===== config.mk =====
export PLATFORM = sky130hd
export DESIGN_NAME = fpu_operand_gen_flat
export DESIGN_NICKNAME = d
export VERILOG_FILES = /design/src/rtl/fpu_operand_gen_if.sv /design/src/rtl/fpu_operand_gen.sv /design/src/flat_wrapper.sv
export SDC_FILE = /design/constraint.sdc
export NUM_CORES = 1
export LEC_CHECK = 0
export ABC_AREA = 1
export BUFFER_PORTS_ARGS = -buffer_cell sky130_fd_sc_hd__buf_2
export CAP_MARGIN = 20
export CORE_MARGIN = 2
export CORE_UTILIZATION = 57
export DETAILED_ROUTE_END_ITERATION = 16
export PLACE_DENSITY_LB_ADDON = 0.08
export RECOVER_POWER = 50
export SKIP_CTS_REPAIR_TIMING = 1
export SLEW_MARGIN = 20
export SYNTH_ARGS = -nofsm -noshare
export SYNTH_HDL_FRONTEND = slang
export SYNTH_SLANG_ARGS = --single-unit
export TNS_END_PERCENT = 20

===== constraint.sdc =====
create_clock -name clk -period 2 [get_ports clk]
set_input_delay 0.4 -clock clk [delete_from_list [all_inputs] [get_ports clk]]
set_output_delay 0.4 -clock clk [all_outputs]
set_load 0.05 [all_outputs]

===== src/rtl/fpu_operand_gen_if.sv =====
// Operand stream bus from the FPU operand sequencer to the int-to-float stage.
// master drives op/op_valid/op_index, slave returns op_ready.
interface fpu_operand_gen_if;
   logic [31:0] op;
   logic        op_valid;
   logic        op_ready;
   logic [15:0] op_index;

   modport master (
      output op,
      output op_valid,
      output op_index,
      input  op_ready
   );

   modport slave (
      input  op,
      input  op_valid,
      input  op_index,
      output op_ready
   );
endinterface


===== src/rtl/fpu_operand_gen.sv =====
// FPU operand sequencer: issues an 8-entry corner-case table followed by NUM_RANDOM
// Galois-LFSR operands over a valid/ready bus, every operand tagged with its run index.
// Build option OPGEN_LOOP_EN: after the last random operand the run wraps back to index 8
// and keeps the LFSR sequence going, pulsing done for one cycle per pass (soak mode).
module fpu_operand_gen #(
   parameter int unsigned HOLD_CYCLES = 4,
   parameter int unsigned NUM_RANDOM  = 1024,
   parameter logic [31:0] LFSR_SEED   = 32'hACE12468
) (
   input  logic              clk,
   input  logic              reset,
   input  logic              start,
   fpu_operand_gen_if.master bus,
   output logic              busy,
   output logic              done
);

`ifdef OPGEN_LOOP_EN
   localparam bit LoopEn = 1'b1;
`else
   localparam bit LoopEn = 1'b0;
`endif

   localparam logic [31:0]     LfsrMask = 32'h80200003;
   // An all-zero Galois LFSR never leaves zero
   localparam logic [31:0]     SeedEff  = (LFSR_SEED == 32'd0) ? 32'd1 : LFSR_SEED;
   localparam logic [15:0]     LastIdx  = 16'(NUM_RANDOM + 7);
   localparam int unsigned     GapW     = (HOLD_CYCLES > 1) ? $clog2(HOLD_CYCLES) : 1;
   localparam logic [GapW-1:0] GapLoad  = GapW'(HOLD_CYCLES - 1);

   typedef enum logic [1:0] {StIdle, StCorner, StRandom, StDone} state_e;

   state_e          state_q;
   logic [31:0]     lfsr_q;
   logic [GapW-1:0] gap_q;

   logic        xfer;
   logic        last_xfer;
   logic [31:0] lfsr_nxt;
   logic [15:0] idx_nxt;
   logic [31:0] xfer_op;
   logic [31:0] gap_op;

   function automatic logic [31:0] corner(input logic [2:0] i);
      logic [31:0] v;
      unique case (i)
         3'd0: v = 32'h00000000;
         3'd1: v = 32'h00000001;
         3'd2: v = 32'hFFFFFFFF;
         3'd3: v = 32'h7FFFFFFF;
         3'd4: v = 32'h80000000;
         3'd5: v = 32'h00FFFFFF;
         3'd6: v = 32'h01000001;
         3'd7: v = 32'h80000001;
         default: v = 32'h00000000;
      endcase
      return v;
   endfunction

   // Next-operand selection shared by the back-to-back and post-gap load paths
   always_comb begin
      xfer      = bus.op_valid & bus.op_ready;
      lfsr_nxt  = {1'b0, lfsr_q[31:1]} ^ (lfsr_q[0] ? LfsrMask : 32'd0);
      last_xfer = (state_q == StRandom) && (bus.op_index == LastIdx);
      idx_nxt   = last_xfer ? 16'd8 : bus.op_index + 16'd1;
      // Loaded at the transfer edge (HOLD_CYCLES == 1): LFSR has not stepped yet
      if (state_q == StCorner) begin
         xfer_op = (bus.op_index == 16'd7) ? lfsr_q : corner(idx_nxt[2:0]);
      end else begin
         xfer_op = lfsr_nxt;
      end
      // Loaded at the end of a gap: state and LFSR were already updated at the transfer
      gap_op = (state_q == StCorner) ? corner(idx_nxt[2:0]) : lfsr_q;
   end

   // Sequencer FSM with registered outputs
   always_ff @(posedge clk) begin
      if (!reset) begin
         state_q      <= StIdle;
         lfsr_q       <= SeedEff;
         gap_q        <= '0;
         bus.op       <= 32'd0;
         bus.op_valid <= 1'b0;
         bus.op_index <= 16'd0;
         busy         <= 1'b0;
         done         <= 1'b0;
      end else begin
         unique case (state_q)
            StIdle, StDone: begin
               if (start) begin
                  state_q      <= StCorner;
                  lfsr_q       <= SeedEff;
                  gap_q        <= '0;
                  bus.op       <= corner(3'd0);
                  bus.op_valid <= 1'b1;
                  bus.op_index <= 16'd0;
                  busy         <= 1'b1;
                  done         <= 1'b0;
               end
            end
            StCorner, StRandom: begin
               done <= 1'b0;
               if (xfer) begin
                  if (state_q == StRandom) lfsr_q <= lfsr_nxt;
                  if (state_q == StCorner && bus.op_index == 16'd7) state_q <= StRandom;
                  if (last_xfer && !LoopEn) begin
                     // op and op_index keep the final operand for capture
                     state_q      <= StDone;
                     bus.op_valid <= 1'b0;
                     busy         <= 1'b0;
                     done         <= 1'b1;
                  end else begin
                     if (last_xfer) done <= 1'b1;
                     if (HOLD_CYCLES == 1) begin
                        bus.op       <= xfer_op;
                        bus.op_index <= idx_nxt;
                     end else begin
                        bus.op_valid <= 1'b0;
                        gap_q        <= GapLoad;
                     end
                  end
               end else if (!bus.op_valid) begin
                  if (gap_q <= GapW'(1)) begin
                     bus.op_valid <= 1'b1;
                     bus.op       <= gap_op;
                     bus.op_index <= idx_nxt;
                     gap_q        <= '0;
                  end else begin
                     gap_q <= gap_q - GapW'(1);
                  end
               end
            end
            default: state_q <= StIdle;
         endcase
      end
   end

endmodule


===== src/flat_wrapper.sv =====
// flat-port wrapper written by rule: the top's interface ports become plain ports
module fpu_operand_gen_flat 
#(
   parameter int unsigned HOLD_CYCLES = 4,
   parameter int unsigned NUM_RANDOM  = 1024,
   parameter logic [31:0] LFSR_SEED   = 32'hACE12468
)
  (clk, reset, start, busy, done, bus_op, bus_op_valid, bus_op_index, bus_op_ready);
  fpu_operand_gen_if bus_i ();
  input  logic clk;
  input  logic reset;
  input  logic start;
  output logic busy;
  output logic done;
  output wire logic [$bits(bus_i.op)-1:0] bus_op;
  output wire logic [$bits(bus_i.op_valid)-1:0] bus_op_valid;
  output wire logic [$bits(bus_i.op_index)-1:0] bus_op_index;
  input wire logic [$bits(bus_i.op_ready)-1:0] bus_op_ready;
  assign bus_op = bus_i.op;
  assign bus_op_valid = bus_i.op_valid;
  assign bus_op_index = bus_i.op_index;
  assign bus_i.op_ready = bus_op_ready;
  fpu_operand_gen #(.HOLD_CYCLES(HOLD_CYCLES), .NUM_RANDOM(NUM_RANDOM), .LFSR_SEED(LFSR_SEED)) u_core (.clk(clk), .reset(reset), .start(start), .bus(bus_i), .busy(busy), .done(done));
endmodule

==> results of run 1 <==
## layout by cell type, fill, tap and decap left out, drive strengths merged, types with 2 or more instances in the layout
cell | Yosys | routed
inv | 53 | 53
a211oi | 17 | 17
clkbuf | 9 | 62
o21ai | 15 | 15
nor2 | 76 | 76
dfxtp | 87 | 87
nand2 | 125 | 125
nand4 | 2 | 2
xor2 | 6 | 6
nand3 | 19 | 19
ha | 6 | 6
buf | 16 | 22
a21oi | 71 | 71
o211ai | 14 | 14
nor3 | 3 | 3
clkinv | 0 | 3
## state kept, by name, indices dropped and copies added, names as in the netlist
register and count:
u_core.bus.op 32, u_core.bus.op_index 16, u_core.bus.op_valid 1, u_core.busy 1, u_core.done 1, u_core.gap_q 2
u_core.lfsr_q 32, u_core.state_q 2
## per-layer routing
layer,global-route usage,vias to the layer above
li1,-,1803
met1,0.3079,1582
met2,0.3782,54
met3,0.03412,8
met4,0.08392,0
met5,0,-
## where the power goes
| part | switching, mW | leakage, nW | internal [mW] |
|---|---|---|---|
| clock | 0.605 | 0.106 | 0.657 |
| sequential | 0.282 | 0.713 | 2.27 |
| combinational | 2.81 | 0.940 | 1.08 |
## worst min-delay path by stage
stage | start | to
after global routing | start | u_core.done
final | bus_op_ready | u_core.bus.op_valid
after floorplan | u_core.lfsr_q[23] | u_core.lfsr_q[23]
after detailed placement | u_core.busy | u_core.busy
after global placement | u_core.busy | u_core.busy
after CTS | bus_op_ready | u_core.bus.op_valid
## stage by stage
stage	util	power, mW
detailed placement	0.6380	6.488
global placement	0.6380	6.406
floorplan	-	5.727
global route	0.6652	8.281
CTS	0.6689	7.769
finish	0.6652	7.707
## cell type report
class,instances,area [um^2],area share
Clock buffer,12,156.4,0.03480
Inverter,53,198.9,0.04427
Clock inverter,4,52.55,0.01169
Tap cell,80,100.1,0.02227
Sequential cell,87,1752,0.3898
Timing Repair Buffer,72,367.9,0.08185
Multi-Input combinational cell,357,1867,0.4154
## critical path, stage by stage (launching register included)
cell     delay, ns
dfxtp_1       0.36
inv_1         0.05
ha_1          0.30
buf_4         0.16
nand2_1       0.08
nand2_2       0.18
nand2_1       0.13
inv_2         0.09
nand3_1       0.12
nor2_2        0.16
a21oi_1       0.10
nor2_1        0.09
## kinds of logic after synthesis
group / synth area share
AND/OR/NAND/NOR: 0.2359
AO/OA/AOI/OAI: 0.1996
buffers and inverters: 0.08964
XOR/XNOR: 0.01335
adder cells (fa/ha/maj): 0.01907
flip-flops: 0.4425
==> summary.md, run 1 <==
| Metric | Value |
|---|---|
| Clock root cell | clkbuf_8 |
| Met1 WL | ~4100 um |
| Vias per inst | 5.183 |
| Seq cells post-synth | 87 |
| Placed instance count | between 600 and 700 |
| CTS Sinks | 87 |
| Routed Antenna Nets | 0 |
| HPWL Detailed | 5899 um |
| Synth Warn # | 0 |
| Max-slew headroom at the worst pin | 0.5873 |
| IO buf count | 54 |
| Setup violators final | 0 |
| CP Data Required Time | between 2 and 2.5 ns |
| First-pass DRT Iterations | 4 |
| CP Max Fanout | 8 |
| Finished Layout Cells | around 670 |
| Slew Limit Fails | 0 |
| Layout Nets | 590 |
| Worst setup path endpoint | u_core.bus.op_index[14] |
| RR Endpoint | u_core.bus.op_index[14] |
| Ranking of synthesized cells by area | dfxtp_1, nand2_1, a21oi_1 |
| Cell depth of the worst flop-to-flop path | 11 |
| Worst flop-to-flop path startpoint | u_core.state_q[0] |
| Met2 WL | 3939 um |
| RSZ-0062 raised after global routing | yes |
| Setup TNS | 0 ns |
| Aggregate routed wire length | 8453 um |
| CTS HTree Levels | 3 |
| Pwr/cell area | 1715 nW/um^2 |
| Main synth FF type | dfxtp_1 |
| CTS tree | built |
| Detailed Route Iter0 Violations | around 130 |
| Final worst setup slack | 0.1161 ns |
| Max_cap viols | 0 |
| Clock slew at reported path FFs | 0.08 ns |
| Overall Global Routing Usage | 0.2301 |
| Routed WL per cell | 12.71 um |
| Final period util | 0.9420 |
| Residual DRC count | 0 |
| Cell Area, Synth | 3936 um^2 |
| Area grow syn2layout | 14.18% |
| Largest net degree at the start of global routing | 36 |
| Cell Rows | 30 |
| Sequential cell area fraction in the yosys report | 0.4425 |
| Die Area | 7586 um^2 |
| List of most frequent post-synthesis cells | nand2_1, dfxtp_1, nor2_1 |
| Synthesized net count | roughly 530 |
| GRT overflow | 0 |
| Max frequency | ~530 MHz |
| Worst slew pin tran | 0.6217 ns |
| Clk Latency, worst-skew pair | 0.35 ns |
| Final min period | 1.884 ns |
| Worst EP arrival | 2.16 ns |
| Worst hold path type | in -> reg |
| Status | complete, no violations |
| Core Footprint | 6756 um^2 |
| Fin area | 4494 um^2 |
| Pre-CTS setup slack | around 0.027 ns |
| Ports | 55 |
| Die X | 87.10 um |
| Critical path type | reg -> reg |
| Peak supply drop | between 1 and 1.5 mV |
| Synth unique cells | 30 |
| Die height | 87.10 um |
| Post-synth EDFFs | 0 |
| Startpoint types | flip-flop |
| Starting Density | 0.5826 |
| N_diodes | 0 |
| Met3 Wirelength | 281 um |
| Share of layout cells above drive strength 1 | 0.1419 |
| Layout fillers | roughly 650 |
| Via count | between 3000 and 4000 |
| Area leader, netlist | dfxtp_1 |
| Vias in the first global route | 3051 |
| Asr flop ratio synth | 0 |
| WHS Path Cells | 4 |
| Hold slack | 0.3302 ns |
| Synth Instances | 522 |
| Clk_skew | 0.01314 ns |
| Most frequent cell after synthesis | nand2_1 |
| Top routing layer in use | met4 |
| Post-DP Area | ~4300 um^2 |
| Crit. Startpoint | u_core.state_q[0] |
| Lkg Pwr | roughly 1.8 nW |
| Syn Area/Cell | 7.541 um^2 |
| Placer Congestion | 0.8919 |
| Global-route wire length before repair | roughly 14000 um |
| Final hold vios | 0 |
| Synth top area share | 0.4425 |
| Crit end category | flip-flop |
| Max clock buf depth | 2 |
| TritonCTS Buffers | 9 |
| Initial antenna violation count | 0 |
| Reg2Reg Setup Slack | 0.12 ns |
Note: power is estimated with default switching activity, not from simulation.
==> run 2: changes to the inputs <==
==> constraint.sdc (replaced) <==
create_clock -name clk -period 2 [get_ports clk]
set_input_delay 0.4 -clock clk [delete_from_list [all_inputs] [get_ports clk]]
set_output_delay 0.4 -clock clk [all_outputs]
set_load 0.005 [all_outputs]
==> summary.md, run 2 (synthesis gave the netlist of run 1 again) <==
| Metric | Value |
|---|---|
| Status | complete, no violations (unchanged) |
| Fin area | 4526 um^2 (was 4494 um^2) |
| Startpoint types | flip-flop (unchanged) |
| Starting Density | 0.5826 (unchanged) |
| Cell depth of the worst flop-to-flop path | 12 (was 11) |
| Cell Rows | 30 (unchanged) |
| Worst hold path endpoint | u_core.bus.op_valid (unchanged) |
| Worst slew pin tran | 0.3868 ns (was 0.6217 ns) |
| Placer Congestion | 0.8587 (was 0.8919) |
| Final period util | 0.9354 (was 0.9420) |
| IO buf count | 54 (unchanged) |
| CP Data Required Time | 2.26 ns (was 2.28 ns) |
| Setup TNS | 0 ns (unchanged) |
| Most used cell, CP | nand2_1 (unchanged) |
| CTS tree | built (unchanged) |
| Largest net degree at the start of global routing | 38 (was 36) |
| Vias in the first global route | 3211 (was 3051) |
| Layout Nets | 594 (was 590) |
| Max-slew headroom at the worst pin | 0.7394 (was 0.5873) |
| Peak supply drop | 0.9263 mV (was 1.054 mV) |
| Residual DRC count | 0 (unchanged) |
| CTS Sinks | 87 (unchanged) |
| Area grow syn2layout | 14.97% (was 14.18%) |
| Hold slack | 0.3224 ns (was 0.3302 ns) |
| Die X | 87.10 um (unchanged) |
| Vias per inst | 5.241 (was 5.183) |
| Crit-path cells | inv_1 > ha_4 > buf_4 > nand2_1 > nand2_4 > nand2_1 > inv_2 > nand3_1 > nor2_2 > nand2_1 > nand2_1 > nor2_1 (was inv_1 > ha_1 > buf_4 > nand2_1 > nand2_2 > nand2_1 > inv_2 > nand3_1 > nor2_2 > a21oi_1 > nor2_1) |
| First-pass DRT Iterations | 4 (unchanged) |
| TritonCTS Buffers | 9 (unchanged) |
| Detailed Route Iter0 Violations | 153 (was 133) |
| Ports | 55 (unchanged) |
| RSZ-0062 raised after global routing | yes (unchanged) |
| Max clock buf depth | 2 (unchanged) |
| Die height | 87.10 um (unchanged) |
| Overall Global Routing Usage | 0.2417 (was 0.2301) |
| Most frequent cells in the layout | nand2_1, dfxtp_1, nor2_1 (unchanged) |
| Hold Path Origin | bus_op_ready (unchanged) |
| Via count | 3506 (was 3447) |
| Global-route wire length before repair | 14590 um (was 13880 um) |
| RR Endpoint | u_core.bus.op_index[12] (was u_core.bus.op_index[14]) |
| Max_cap viols | 0 (unchanged) |
| Reg2Reg Setup Slack | 0.13 ns (was 0.12 ns) |
| Power, Total | 6.997 mW (was 7.707 mW) |
| Worst hold path type | in -> reg (unchanged) |
| Final worst setup slack | 0.1292 ns (was 0.1161 ns) |
| GRT overflow | 0 (unchanged) |
| Routed Antenna Nets | 0 (unchanged) |
| Post-DP Area | 4328 um^2 (was 4310 um^2) |
| Slowest CP cell | dfxtp_2 (was dfxtp_1) |
| Final min period | 1.871 ns (was 1.884 ns) |
| Max frequency | 534.5 MHz (was 530.8 MHz) |
| Setup violators final | 0 (unchanged) |
| Clock root cell | clkbuf_8 (unchanged) |
| Core Footprint | 6756 um^2 (unchanged) |
| Share of layout cells above drive strength 1 | 0.1868 (was 0.1419) |
| Clock slew at reported path FFs | 0.09 ns (was 0.08 ns) |
| Final hold vios | 0 (unchanged) |
| Initial antenna violation count | 0 (unchanged) |
| Die Area | 7586 um^2 (unchanged) |
| Pre-CTS setup slack | 0.02073 ns (was 0.02730 ns) |
| Most common cell after layout, fill and taps aside | nand2_1 (unchanged) |
| Slowest cell delay on critical path | 0.35 ns (was 0.36 ns) |
| CTS HTree Levels | 3 (unchanged) |
| WHS Path Cells | 4 (unchanged) |
| Crit end category | flip-flop (unchanged) |
| Lkg Pwr | 1.870 nW (was 1.759 nW) |
| Clk Latency, worst-skew pair | 0.36 ns (was 0.35 ns) |
| N_diodes | 0 (unchanged) |
| Critical path type | reg -> reg (unchanged) |
| Worst EP arrival | 2.13 ns (was 2.16 ns) |
| Biggest regs | u_core.bus.op (32), u_core.lfsr_q (32), u_core.bus.op_index (16) (unchanged) |
| HPWL Detailed | 5987 um (was 5899 um) |
| Pwr/cell area | 1546 nW/um^2 (was 1715 nW/um^2) |
| Slew Limit Fails | 0 (unchanged) |
| Worst flop-to-flop path startpoint | u_core.state_q[0] (unchanged) |
| Clk_skew | 0.007018 ns (was 0.01314 ns) |
| Aggregate routed wire length | 8657 um (was 8453 um) |
| Routed WL per cell | 12.94 um (was 12.71 um) |
| CP Max Fanout | 8 (unchanged) |
==> run 2: worst max-delay path, delay by kind of cell (launching register included) <==
family                     cells  cell delay (ns)
and+or+nand+nor                8             0.86
adders and majority gates      1             0.28
buffers and inverters          3             0.30
DFF                            1             0.35
==> run 2: area by class of cell <==
cell class	instances	area [um^2]
Multi-Input combinational cell	357	1882
Tap cell	80	100.1
Timing Repair Buffer	76	419.2
Sequential cell	87	1744
Inverter	53	201.4
Clock inverter	7	55.05
Clock buffer	9	123.9
Fill cell	647	2231
==> run 2: through the flow <==
step / utilization / cells
2_1_floorplan: - / 522
3_3_place_gp: 0.6406 / 651
3_5_place_dp: 0.6406 / 651
4_1_cts: 0.6670 / 667
5_1_grt: 0.6698 / 669
6_report: 0.6698 / 669
==> run 2: per-layer routing <==
layer  vias up  routed length [um]  global-route usage
met1      1626                4176              0.3144
li1       1812                   -                   -
met3        13                 218             0.03791
met2        55                4111              0.4067
met5         -                   0                   0
met4         0                 150             0.08811
==> run 2: worst max-delay path by stage <==
stage / to / start / slack [ns] / cells after the start
6_report: u_core.bus.op_index[12] / u_core.state_q[0] / 0.13 / 12
3_5_place_dp: u_core.bus.op[23] / u_core.bus.op_index[14] / 0.02 / 12
3_3_place_gp: u_core.bus.op[19] / u_core.bus.op_index[14] / 0.13 / 12
5_1_grt: u_core.bus.op[22] / u_core.bus.op_index[1] / -0.05 / 12
2_1_floorplan: u_core.bus.op[12] / u_core.bus.op_index[0] / 0.13 / 12
4_1_cts: u_core.bus.op[23] / u_core.bus.op_index[14] / 0.002 / 12
==> run 2: report_power, final <==
group / internal, mW / total (mW) / switching (mW)
Combinational: 1.16 / 3.31 / 2.15
Sequential: 2.26 / 2.54 / 0.281
Clock: 0.469 / 1.14 / 0.671
==> run 3: changes to the inputs <==
ABC_AREA = default   (was 1)
CORE_UTILIZATION = 60   (was 57)
MAX_ROUTING_LAYER = met4   (was default)
clock period = 2.4 ns   (was 2 ns; I/O delays follow)
==> summary.md, run 3 <==
| Metric | Value |
|---|---|
| Main synth FF type | dfxtp_1 (unchanged) |
| Cell Rows | 28 (was 30) |
| Clock slew at reported path FFs | 0.08 ns (was 0.09 ns) |
| Placer Congestion | 0.8737 (was 0.8587) |
| Share of layout cells above drive strength 1 | 0.1597 (was 0.1868) |
| Ports | 55 (unchanged) |
| Die Area | 6867 um^2 (was 7586 um^2) |
| Startpoint types | flip-flop (unchanged) |
| Routed WL per cell | 14.43 um (was 12.94 um) |
| Pre-CTS setup slack | 0.1822 ns (was 0.02073 ns) |
| Cell Area, Synth | 3732 um^2 (was 3936 um^2) |
| TritonCTS Buffers | 9 (unchanged) |
| Most used cell, CP | or3_1 (was nand2_1) |
| Area grow syn2layout | 16.02% (was 14.97%) |
| Switching power | 2.121 mW (was 3.105 mW) |
| Met1 Usage GRT | 0.3369 (was 0.3144) |
| Area leader, netlist | dfxtp_1 (unchanged) |
| Largest net degree at the start of global routing | 37 (was 38) |
| Global-route wire length before repair | 14630 um (was 14590 um) |
| Busiest grt layer | met2 (unchanged) |
| Status | complete, no violations (unchanged) |
| Vias per inst | 5.739 (was 5.241) |
| Seq cells post-synth | 87 (unchanged) |
| Finished Layout Cells | 601 (was 669) |
| Most frequent cell after synthesis | nand2_1 (unchanged) |
| Placed instance count | 586 (was 651) |
| Synth Warn # | 0 (unchanged) |
| Clock root cell | clkbuf_8 (unchanged) |
| Worst flop-to-flop path startpoint | u_core.state_q[0] (unchanged) |
| Clk Latency, worst-skew pair | 0.35 ns (was 0.36 ns) |
| Max clock buf depth | 2 (unchanged) |
| HPWL Detailed | 5833 um (was 5987 um) |
| Fin area | 4330 um^2 (was 4526 um^2) |
| Via count | 3449 (was 3506) |
| Internal power | 3.084 mW (was 3.892 mW) |
| Layout Nets | 532 (was 594) |
| Lkg Pwr | 1.732 nW (was 1.870 nW) |
| Sw Share | 0.4075 (was 0.4438) |
| Crit-path cells | inv_1 > ha_1 > or3_1 > a211o_1 > or3_1 > a21oi_1 (was inv_1 > ha_4 > buf_4 > nand2_1 > nand2_4 > nand2_1 > inv_2 > nand3_1 > nor2_2 > nand2_1 > nand2_1 > nor2_1) |
| Synthesized net count | 472 (was 532) |
| Final hold vios | 0 (unchanged) |
| Vias in the first global route | 3153 (was 3211) |
| Max frequency | 440.4 MHz (was 534.5 MHz) |
| Most frequent cells in the layout | nand2_1, dfxtp_1, o21ai_1 (was nand2_1, dfxtp_1, nor2_1) |
| Residual DRC count | 0 (unchanged) |
| Combinational fraction of design power | 0.411 (was 0.473) |
| Overall Global Routing Usage | 0.2618 (was 0.2417) |
| Max_cap viols | 0 (unchanged) |
| Syn Area/Cell | 8.079 um^2 (was 7.541 um^2) |
| Worst slew pin tran | 0.5510 ns (was 0.3868 ns) |
| Slowest cell delay on critical path | 0.56 ns (was 0.35 ns) |
| Clock network power share | 0.195 (was 0.163) |
| GRT overflow | 0 (unchanged) |
| Sequential cell area fraction in the yosys report | 0.4666 (was 0.4425) |
| Synth unique cells | 55 (was 30) |
| Sequential power share | 0.394 (was 0.364) |
| Detailed Route Iter0 Violations | 257 (was 153) |
| Final cell utilization of the core | 0.7271 (was 0.6698) |
| Hold Path Origin | u_core.bus.op[3] (was bus_op_ready) |
| Biggest regs | u_core.bus.op (32), u_core.lfsr_q (32), u_core.bus.op_index (16) (unchanged) |
| Most common cell after layout, fill and taps aside | nand2_1 (unchanged) |
| Crit end category | flip-flop (unchanged) |
| Synth Instances | 462 (was 522) |
| Synth top area share | 0.4666 (was 0.4425) |
| Crit. Startpoint | u_core.state_q[0] (unchanged) |
| IO buf count | 54 (unchanged) |
| Die X | 82.87 um (was 87.10 um) |
| GR Util met3 | 0.04573 (was 0.03791) |
| Asr flop ratio synth | 0 (unchanged) |
| Post-synth EDFFs | 0 (unchanged) |
| N_diodes | 0 (unchanged) |
| Final worst setup slack | 0.1294 ns (was 0.1292 ns) |
| CTS tree | built (unchanged) |
| Worst EP arrival | 2.55 ns (was 2.13 ns) |
| Pwr/cell area | 1202 nW/um^2 (was 1546 nW/um^2) |
| CTS HTree Levels | 3 (unchanged) |
| List of most frequent post-synthesis cells | nand2_1, dfxtp_1, o21ai_1 (was nand2_1, dfxtp_1, nor2_1) |
| CP Data Required Time | 2.68 ns (was 2.26 ns) |
| Slew Limit Fails | 0 (unchanged) |
| CTS Sinks | 87 (unchanged) |
| Core Footprint | 5956 um^2 (was 6756 um^2) |
| Aggregate routed wire length | 8672 um (was 8657 um) |
| Die height | 82.87 um (was 87.10 um) |
| Routed Antenna Nets | 0 (unchanged) |
| Critical path type | reg -> reg (unchanged) |
| RSZ-0062 raised after global routing | no (was yes) |
| Max-slew headroom at the worst pin | 0.6300 (was 0.7394) |
| First-pass DRT Iterations | 4 (unchanged) |
| Worst hold path type | reg -> reg (was in -> reg) |
| CP Max Fanout | 10 (was 8) |
| Setup violators final | 0 (unchanged) |
| Post-DP Area | 4183 um^2 (was 4328 um^2) |
| Setup TNS | 0 ns (unchanged) |
| Peak supply drop | 0.7325 mV (was 0.9263 mV) |
| Starting Density | 0.6267 (was 0.5826) |
| Met2 Use GR | 0.4076 (was 0.4067) |
| Ranking of synthesized cells by area | dfxtp_1, nand2_1, o21ai_1 (was dfxtp_1, nand2_1, a21oi_1) |
| Layout fillers | 511 (was 647) |
| Final min period | 2.271 ns (was 1.871 ns) |
| Initial antenna violation count | 0 (unchanged) |
| Slowest CP cell | or3_1 (was dfxtp_2) |
| Clk_skew | 0.008127 ns (was 0.007018 ns) |
| Final period util | 0.9461 (was 0.9354) |
run 3: critical path, delay by kind of cell (launching register included):
kind | cells | cell delay [ns]
simple gates | 2 | 0.92
compound gates | 2 | 0.56
flops | 1 | 0.36
fa+ha+maj | 1 | 0.30
buf+inv | 1 | 0.06
run 3: logic make-up after synthesis:
kind of cell    Yosys count  share of synthesized area
simple gates            179                     0.2229
compound gates          135                     0.2122
fa+ha+maj                 6                    0.02011
mux                       4                    0.01073
flops                    87                     0.4666
xor+xnor                  9                    0.02112
buf+inv                  42                    0.04626
run 3: metal layers:
layer	wire length [um]	part of all wire
met5	0	0
met2	4110	0.47
met3	364	0.042
met4	172	0.020
met1	4024	0.46
run 3: through the flow:
step | hold WS (ns) | total power [mW]
detailed placement | 0.4354 | 4.234
global placement | 0.4311 | 4.167
CTS | 0.4464 | 5.261
global route | 0.4655 | 5.583
finish | 0.4430 | 5.204
floorplan | 0.4405 | 3.532
run 3: cell type report:
cell class,instances,area (um^2),share of cell area
clock buffer,11,141.4,0.03265
clock inverter,4,55.05,0.01271
sequential,87,1742,0.4022
timing repair buffer,81,441.7,0.1020
inverter,10,37.54,0.008668
multi-input combinational,333,1819,0.4201
tap,75,93.84,0.02167
run 3: power groups by stage:
stage          Clock, mW  Combinational [mW]  Sequential [mW]
3_5_place_dp           0                2.16             2.08
3_3_place_gp           0                2.10             2.06
6_report            1.01                2.14             2.05
4_1_cts             1.04                2.18             2.05
2_1_floorplan          0                1.49             2.05
5_1_grt             1.10                2.39             2.10
run 3: path summary, 6_finish.rpt:
path | slack, ns | to | cells past startpoint
max reg2reg | 0.13 | u_core.bus.op_index[15] | 6
min reg2reg | 0.44 | u_core.bus.op[3] | 2
max | 0.13 | u_core.bus.op_index[15] | 6
min | 0.44 | u_core.bus.op[3] | 2
